===== src/rtl/sprite_reader_if.sv =====
// Pixel-stream, ROM and control bundle between the video timing source and sprite_reader.
interface sprite_reader_if;
    logic        pixel_tick;
    logic [9:0]  pixel_x;
    logic [9:0]  pixel_y;
    logic        video_on;
    logic        hsync_in;
    logic        vsync_in;
    logic        frame_tick;
    logic        show;
    logic [11:0] bg_rgb;
    logic [4:0]  rom_row;
    logic [5:0]  rom_col;
    logic [11:0] rom_data;
    logic [11:0] rgb_out;
    logic        hsync_out;
    logic        vsync_out;
    logic        overlay_active;

    modport master (
        output pixel_tick, pixel_x, pixel_y, video_on, hsync_in, vsync_in,
               frame_tick, show, bg_rgb, rom_data,
        input  rom_row, rom_col, rgb_out, hsync_out, vsync_out, overlay_active
    );

    modport slave (
        input  pixel_tick, pixel_x, pixel_y, video_on, hsync_in, vsync_in,
               frame_tick, show, bg_rgb, rom_data,
        output rom_row, rom_col, rgb_out, hsync_out, vsync_out, overlay_active
    );
endinterface


===== src/rtl/sprite_reader.sv =====
// Game-over overlay compositor: divider-free ROM addressing, 2-clk pixel pipeline, blink FSM.
// Build option SPRITE_TRANSPARENT_EN: ROM colour 12'h000 lets the background show through.
module sprite_reader (
    input  logic           clk,
    input  logic           reset,
    sprite_reader_if.slave bus
);
    typedef enum logic [1:0] {OFF, BLINK, STEADY} state_e;

    state_e      state_q, state_d;
    logic [4:0]  frame_q, frame_d;
    logic [3:0]  tog_q, tog_d;
    logic        phase_q, phase_d;

    logic [3:0]  csub_q, csub_d, rsub_q, rsub_d;
    logic [5:0]  ccnt_q, ccnt_d, rom_col_q;
    logic [4:0]  rcnt_q, rcnt_d, rom_row_q;
    logic        in_vis;

    logic        von1_q, hs1_q, vs1_q, von2_q, hs2_q, vs2_q, hso_q, vso_q;
    logic [11:0] bg1_q, bg2_q, rgb_q, rgb_d;
    logic        ovl_vis;

    // Overlay state only moves on frame_tick so a show change never tears a frame.
    always_comb begin
        state_d = state_q;
        frame_d = frame_q;
        tog_d   = tog_q;
        phase_d = phase_q;
        if (bus.frame_tick) begin
            if (!bus.show) begin
                state_d = OFF;
                frame_d = '0;
                tog_d   = '0;
                phase_d = 1'b0;
            end else begin
                case (state_q)
                    OFF: begin
                        state_d = BLINK;
                        frame_d = '0;
                        tog_d   = '0;
                        phase_d = 1'b1;
                    end
                    BLINK: begin
                        frame_d = frame_q + 5'd1;
                        if (frame_q == 5'd31) begin
                            phase_d = ~phase_q;
                            tog_d   = tog_q + 4'd1;
                            if (tog_q == 4'd7) state_d = STEADY;
                        end
                    end
                    default: ;
                endcase
            end
        end
    end

    // Sub-cell counters: 10 pixels per column, 15 lines per row.
    always_comb begin
        csub_d = csub_q;
        ccnt_d = ccnt_q;
        rsub_d = rsub_q;
        rcnt_d = rcnt_q;
        if (bus.pixel_x == 10'd0) begin
            csub_d = '0;
            ccnt_d = '0;
            if (bus.pixel_y == 10'd0) begin
                rsub_d = '0;
                rcnt_d = '0;
            end else if (rsub_q == 4'd14) begin
                rsub_d = '0;
                rcnt_d = rcnt_q + 5'd1;
            end else begin
                rsub_d = rsub_q + 4'd1;
            end
        end else if (csub_q == 4'd9) begin
            csub_d = '0;
            ccnt_d = ccnt_q + 6'd1;
        end else begin
            csub_d = csub_q + 4'd1;
        end
    end

    assign in_vis  = (bus.pixel_x < 10'd640) && (bus.pixel_y < 10'd480);
    assign ovl_vis = (state_q == STEADY) || ((state_q == BLINK) && phase_q);

    always_comb begin
        rgb_d = bus.rom_data;
        if (!von2_q) begin
            rgb_d = '0;
        end else if (!ovl_vis) begin
            rgb_d = bg2_q;
        end else begin
`ifdef SPRITE_TRANSPARENT_EN
            if (bus.rom_data == 12'h000) rgb_d = bg2_q;
`endif
        end
    end

    // The ROM registers the address, so sidebands wait one extra clk to meet rom_data.
    always_ff @(posedge clk) begin
        if (reset) begin
            state_q <= OFF;
            frame_q <= '0;
            tog_q   <= '0;
            phase_q <= 1'b0;
            csub_q  <= '0;
            ccnt_q  <= '0;
            rsub_q  <= '0;
            rcnt_q  <= '0;
            rom_col_q <= '0;
            rom_row_q <= '0;
            von1_q  <= 1'b0;
            hs1_q   <= 1'b0;
            vs1_q   <= 1'b0;
            bg1_q   <= '0;
            von2_q  <= 1'b0;
            hs2_q   <= 1'b0;
            vs2_q   <= 1'b0;
            bg2_q   <= '0;
            rgb_q   <= '0;
            hso_q   <= 1'b0;
            vso_q   <= 1'b0;
        end else begin
            state_q <= state_d;
            frame_q <= frame_d;
            tog_q   <= tog_d;
            phase_q <= phase_d;
            if (bus.pixel_tick) begin
                csub_q    <= csub_d;
                ccnt_q    <= ccnt_d;
                rsub_q    <= rsub_d;
                rcnt_q    <= rcnt_d;
                rom_col_q <= in_vis ? ccnt_d : 6'd0;
                rom_row_q <= in_vis ? rcnt_d : 5'd0;
                von1_q    <= bus.video_on;
                hs1_q     <= bus.hsync_in;
                vs1_q     <= bus.vsync_in;
                bg1_q     <= bus.bg_rgb;
            end
            von2_q <= von1_q;
            hs2_q  <= hs1_q;
            vs2_q  <= vs1_q;
            bg2_q  <= bg1_q;
            rgb_q  <= rgb_d;
            hso_q  <= hs2_q;
            vso_q  <= vs2_q;
        end
    end

    assign bus.rom_col        = rom_col_q;
    assign bus.rom_row        = rom_row_q;
    assign bus.rgb_out        = rgb_q;
    assign bus.hsync_out      = hso_q;
    assign bus.vsync_out      = vso_q;
    assign bus.overlay_active = (state_q != OFF);
endmodule


===== src/flat_wrapper.sv =====
// flat-port wrapper written by rule: the top's interface ports become plain ports
module sprite_reader_flat 
  (clk, reset, bus_pixel_tick, bus_pixel_x, bus_pixel_y, bus_video_on, bus_hsync_in, bus_vsync_in, bus_frame_tick, bus_show, bus_bg_rgb, bus_rom_data, bus_rom_row, bus_rom_col, bus_rgb_out, bus_hsync_out, bus_vsync_out, bus_overlay_active);
  sprite_reader_if bus_i ();
  input  logic clk;
  input  logic reset;
  input wire logic [$bits(bus_i.pixel_tick)-1:0] bus_pixel_tick;
  input wire logic [$bits(bus_i.pixel_x)-1:0] bus_pixel_x;
  input wire logic [$bits(bus_i.pixel_y)-1:0] bus_pixel_y;
  input wire logic [$bits(bus_i.video_on)-1:0] bus_video_on;
  input wire logic [$bits(bus_i.hsync_in)-1:0] bus_hsync_in;
  input wire logic [$bits(bus_i.vsync_in)-1:0] bus_vsync_in;
  input wire logic [$bits(bus_i.frame_tick)-1:0] bus_frame_tick;
  input wire logic [$bits(bus_i.show)-1:0] bus_show;
  input wire logic [$bits(bus_i.bg_rgb)-1:0] bus_bg_rgb;
  input wire logic [$bits(bus_i.rom_data)-1:0] bus_rom_data;
  output wire logic [$bits(bus_i.rom_row)-1:0] bus_rom_row;
  output wire logic [$bits(bus_i.rom_col)-1:0] bus_rom_col;
  output wire logic [$bits(bus_i.rgb_out)-1:0] bus_rgb_out;
  output wire logic [$bits(bus_i.hsync_out)-1:0] bus_hsync_out;
  output wire logic [$bits(bus_i.vsync_out)-1:0] bus_vsync_out;
  output wire logic [$bits(bus_i.overlay_active)-1:0] bus_overlay_active;
  assign bus_i.pixel_tick = bus_pixel_tick;
  assign bus_i.pixel_x = bus_pixel_x;
  assign bus_i.pixel_y = bus_pixel_y;
  assign bus_i.video_on = bus_video_on;
  assign bus_i.hsync_in = bus_hsync_in;
  assign bus_i.vsync_in = bus_vsync_in;
  assign bus_i.frame_tick = bus_frame_tick;
  assign bus_i.show = bus_show;
  assign bus_i.bg_rgb = bus_bg_rgb;
  assign bus_i.rom_data = bus_rom_data;
  assign bus_rom_row = bus_i.rom_row;
  assign bus_rom_col = bus_i.rom_col;
  assign bus_rgb_out = bus_i.rgb_out;
  assign bus_hsync_out = bus_i.hsync_out;
  assign bus_vsync_out = bus_i.vsync_out;
  assign bus_overlay_active = bus_i.overlay_active;
  sprite_reader u_core (.clk(clk), .reset(reset), .bus(bus_i));
endmodule

===== config.mk =====
export PLATFORM = sky130hd
export DESIGN_NAME = sprite_reader_flat
export DESIGN_NICKNAME = d
export VERILOG_FILES = /design/src/rtl/sprite_reader_if.sv /design/src/rtl/sprite_reader.sv /design/src/flat_wrapper.sv
export SDC_FILE = /design/constraint.sdc
export NUM_CORES = 1
export LEC_CHECK = 0
export CAP_MARGIN = 20
export CORE_UTILIZATION = 50
export DETAILED_ROUTE_END_ITERATION = 10
export GPL_ROUTABILITY_DRIVEN = 0
export GPL_TIMING_DRIVEN = 0
export PLACE_DENSITY = 0.79
export SYNTH_ARGS = -nofsm -noshare
export SYNTH_HDL_FRONTEND = slang
export SYNTH_SLANG_ARGS = --single-unit

===== constraint.sdc =====
create_clock -name clk -period 2.2 [get_ports clk]
set_input_delay 0.44 -clock clk [delete_from_list [all_inputs] [get_ports clk]]
set_output_delay 0.44 -clock clk [all_outputs]
set_load 0.005 [all_outputs]

==> Yosys cells after proc, flatten, opt, wreduce, memory -nomap -nowiden <==
Cells that the tools add are included.
{ "word_totals": {"in_bits": 52, "ff_bits": 86, "elab_cells": 76, "output_inout_bits": 26} }
{ "op_classes": {"magnitude_cmp": 2, "eq_ne": 9, "n_bitwise": 2, "muxes": 24, "n_addsub": 6, "reduce_logical": 12} }
{ "op_table": {"columns": ["operator", "count"], "rows": [
  ["2-to-1 mux 5 bit", 5],
  ["2-to-1 mux 4 bit", 6],
  ["zero test 10 bit", 2],
  ["2-to-1 mux 6 bit", 3],
  ["adder 4 x 1 -> 4 bit (second input constant)", 3],
  ["2-to-1 mux 12 bit", 1],
  ["adder 5 x 1 -> 5 bit (second input constant)", 2],
  ["< comparator 10 bit (second input constant)", 1],
  ["< comparator 10 x 9 -> 1 bit (second input constant)", 1],
  ["case mux 5 bit (2 select lines)", 1],
  ["equality test 4 bit (second input constant)", 2],
  ["case mux 4 bit (2 select lines)", 1],
  ["adder 6 x 1 -> 6 bit (second input constant)", 1],
  ["2-to-1 mux 2 bit", 3],
  ["inequality test 3 x 2 -> 1 bit (second input constant)", 2],
  ["equality test 5 bit (second input constant)", 1],
  ["equality test 4 x 3 -> 1 bit (second input constant)", 1],
  ["case mux 2 bit (2 select lines)", 1],
  ["AND reduction 2 bit", 2],
  ["AND reduction 4 bit", 1],
  ["inequality test 3 x 1 -> 1 bit (second input constant)", 1],
  ["AND reduction 3 bit", 1],
  ["equality test 2 x 1 -> 1 bit (second input constant)", 1],
  ["equality test 2 bit (second input constant)", 1],
  ["other kinds (8)", 11]
]} }

==> Longest topological paths before layout <==
{ "logic_depth": {"word_depth": 5, "ltp_mapped": 8, "depth_no_buf": 8} }

==> Worst setup path before layout <==
OpenSTA, ideal clock, no wires.
{ "synth_timing": {"path_type": "input to register", "start": "in bus_pixel_y[5]", "end": "reg u_core.rsub_q[3]", "path_stages": 5, "arrival_time_ns": 1.655, "setup_ns": 0.132, "setup_slack_ns": 0.413, "t_required_ns": 2.068, "n_path_buf": 0, "cell_sequence": "or4_4 > o41ai_2 > nor2b_1 > o21ai_0 > a21oi_1"} }
{ "synth_between": {"elab_chain_cells": 2} }
{ "synth_lines": {"columns": ["element", "line", "rtl"], "rows": [
  ["from (decl)", "flat_wrapper.sv:9", "input wire logic [$bits(bus_i.pixel_y)-1:0] bus_pixel_y;"],
  ["zero test 10 bit", "sprite_reader.sv:67", "if (bus.pixel_y == 10'd0) begin"],
  ["2-to-1 mux 4 bit", "sprite_reader.sv:67", null],
  ["to (signal assigned)", "sprite_reader.sv:132", "rsub_q <= rsub_d;"],
  ["to (decl)", "sprite_reader.sv:15", "logic [3:0] csub_q, csub_d, rsub_q, rsub_d;"]
]} }
Every way passes these cells.
A chain may end at the register's enable or synchronous reset.

==> Final worst setup path <==
{ "layout_timing": {"start": "in bus_pixel_y[9]", "end": "reg u_core.rsub_q[3]"} }
The elaborated chain is that of the path after synthesis.

==> out/metrics.cfg <==
[floorplanning]
die_w_um = 85.6
fp.dieH_um = 85.6
pin_count = 78
core-area_sq_um = 6790
row_count = 30
dieArea_sq_um = 7340
start_util_pct = 51.5

[grt]
grt_pass1_wl_mm = 11.7
antenna_found_initial = 0
overflow = 0
grt_max_degree = 16
grt_usage_pct = 20.4
grt_pass1_vias = 2575

[final_layout]
drive_above_1_share_pct = 6.52
nNetsFinal = 516
stdcell_count = 556
syn2layout_area_growth_pct = 32.0
antenna_cells = 0

[synth]
syn_nets = 430
yosys.area.top_type = dfxtp_1
postSynthRegisterBits = 86
avgSynthCellArea_sq_um = 9.48
synthTopCellsByCount = 86 x dfxtp_1, 45 x nor2_1, 31 x nand2_1, 30 x mux2i_1, 21 x nor2b_1
synth_cells = 369
netlist_area_sq_um = 3500
synth.top_cell.area_share_pct = 49.2
synth_edf_count = 0
yosys-top-cells-area = dfxtp_1 49%, mux2i_1 8.6%, nor2_1 4.8%, nor2b_1 3.8%, nand2_1 3.3%
yosysWarnings = 0
synth_most_common_cell = dfxtp_1
ys.flop_type = dfxtp_1
seq_area_frac_synth_pct = 49.2
synthArstFlopShare_pct = 0
synth.distinct_cells = 50

[setup_path]
critical_path_arrival_ns = 2.21
critPathKind = primary input to flop
start_kind = primary input
rr_startpoint = u_core.csub_q[0]$_SDFFE_PP0P_
path_max_fanout = 4
cp.required_ns = 2.42
r2r.worst_path.cells = 6
end_kind = flop
reg2reg_to = u_core.ccnt_q[4]$_SDFFE_PP0P_
ff2ff_setup_slack_ns = 0.34

[clock_tree]
clk_pin_slew_ns = 0.08
clock_sinks = 86
cts_root_buf = clkbuf_8
cts_setup_buffers = 0
cts_tree = built
numCtsBuffers = 9
htree_levels = 3
clk_latency_ns = 0.35
clockBufferDepth = 2

[drt]
via_per_inst = 5.06
route.vias.total = 2816
wl_mm = 6.88
drt-initial-drc-count = 87
wl_per_cell_um = 12.4
dr.pass1.iters = 4
antenna_left = 0
drc = 0

[placed_design]
port_buffers = 75
hpwl_mm = 5.18
pre_cts_slack_ns = -0.191
placedCellCount = 540

[sta]
rsz0062_at_grt = false
max_freq_ghz = 0.503
setup_viol = 0
setup_ws_ns = 0.210
post-route-min-period_ns = 1.99
min_period_over_period_pct = 90.4
worst_slew_pin_slew_ns = 0.688
finalClockSkew_ns = 0.00885
whs_ns = 0.442
finalHoldViolations = 0
drv_slew = 0
slew_headroom_pct = 54.1

[pwr]
power_frac_comb_pct = 7.7
p_switching_uw = 689
intPower_mw = 2.49
swShare_pct = 21.7
peakVddDrop_mv = 0.387
clockPowerShare_pct = 41.8
power_leakage_nw = 1.73
powerDensity_nw_per_um2 = 689
pwr-share-seq_pct = 50.4

[status]
outcome = finished clean

[hold_path]
hp-class = flop to flop
hold_start = u_core.hs2_q$_SDFF_PP0_
whs_endpoint = u_core.bus.hsync_out$_SDFF_PP0_
min_path_cells = 1

[run]
maxCapViolCount = 0

[layer usage]
layer,wire length [um],GRT usage (%)
met5,0,0
met4,143,10.3
met3,196,3.46
met2,3330,33.4
met1,3210,26.0
[kinds of logic after synthesis]
kind of cell / Yosys count / synth area share [%]
fa+ha+maj: 9 / 3.22
mux: 30 / 8.58
simple gates: 151 / 23.3
flops: 86 / 49.2
compound gates: 58 / 10.1
buf+inv: 23 / 2.57
xor+xnor: 12 / 3.00
[metrics by stage]
stage	setup TNS (ns)	total power, mW	area (sq um)	utilization (%)
6_report	0	3.18	4620	68.0
5_1_grt	0	3.31	4620	68.0
4_1_cts	0	3.21	4610	67.9
3_5_place_dp	-3.29	1.89	4370	64.3
3_3_place_gp	-2.33	1.88	4370	64.3
2_1_floorplan	0	1.75	3500	-
[registers in the layout (all words and copies together) (netlist names), 2 cells and up]
| name | count |
|---|---|
| u_core.tog_q | 4 |
| u_core.bg1_q | 12 |
| u_core.csub_q | 4 |
| u_core.bus.rom_col | 6 |
| u_core.bus.rom_row | 5 |
| u_core.bus.rgb_out | 12 |
| u_core.rsub_q | 4 |
| u_core.rcnt_q | 5 |
| u_core.frame_q | 5 |
| u_core.ccnt_q | 6 |
| u_core.bg2_q | 12 |
| u_core.state_q | 2 |
[power groups by stage]
stage                     combinational [mW]  sequential, mW  clock, mW
after floorplan                        0.113            1.64          0
after global placement                 0.237            1.64          0
after detailed placement               0.244            1.64          0
after CTS                              0.246            1.61       1.36
after global routing                   0.269            1.61       1.43
final                                  0.245            1.61       1.33
[layout make-up]
type,instances,area [sq um]
Clock inverter,6,118
Sequential cell,86,1720
Buffer,15,60.1
Multi-Input combinational cell,260,1690
Fill cell,538,2170
Clock buffer,10,128
Tap cell,96,120
Inverter,8,30.0
Timing Repair Buffer,75,751
[worst max-delay path, stage by stage]
cell	delay [ns]
clkdlybuf4s50_1	0.44
or4_1	0.62
o41ai_2	0.40
nor2b_1	0.08
o21ai_0	0.15
a21oi_1	0.08
[repair_timing]
item,4_1_cts,5_1_grt
setup endpoints to repair,0,3
resized for setup,0,1
hold buffers,0,0
[cell usage in the layout, fill, tap and decap left out, types with 2 or more instances in the layout]
cell / instances
dfxtp_1: 86
clkdlybuf4s50_1: 75
nor2_1: 45
nand2_1: 31
mux2i_1: 30
nor2b_1: 21
o21ai_0: 18
a21oi_1: 17
clkbuf_1: 10
nand3_1: 9
xor2_1: 9
ha_1: 9
clkbuf_8: 9
inv_1: 8
nand4_1: 8
nor3_1: 6
and3_1: 5
a21o_1: 5
or4_1: 4
buf_2: 3
nor4_4: 3
buf_1: 3
a22oi_1: 3
xnor2_1: 3
a31oi_1: 3
bufinv_16: 3
or3_1: 2
and2_1: 2
o22ai_1: 2
[worst max-delay path by stage]
stage	startpoint	endpoint	slack, ns	cells past startpoint
after floorplan	bus_pixel_y[5]	u_core.rsub_q[3]$_SDFFE_PP0P_	0.41	5
after global placement	bus_pixel_x[0]	u_core.bus.rom_col[0]$_SDFFE_PP0P_	-0.15	7
after detailed placement	bus_pixel_x[0]	u_core.bus.rom_col[2]$_SDFFE_PP0P_	-0.19	7
after CTS	bus_pixel_x[0]	u_core.bus.rom_col[2]$_SDFFE_PP0P_	0.19	7
after global routing	bus_pixel_y[5]	u_core.rsub_q[3]$_SDFFE_PP0P_	0.07	6
final	bus_pixel_y[9]	u_core.rsub_q[3]$_SDFFE_PP0P_	0.21	6
No activity file was read; power rests on OpenSTA's default activity.
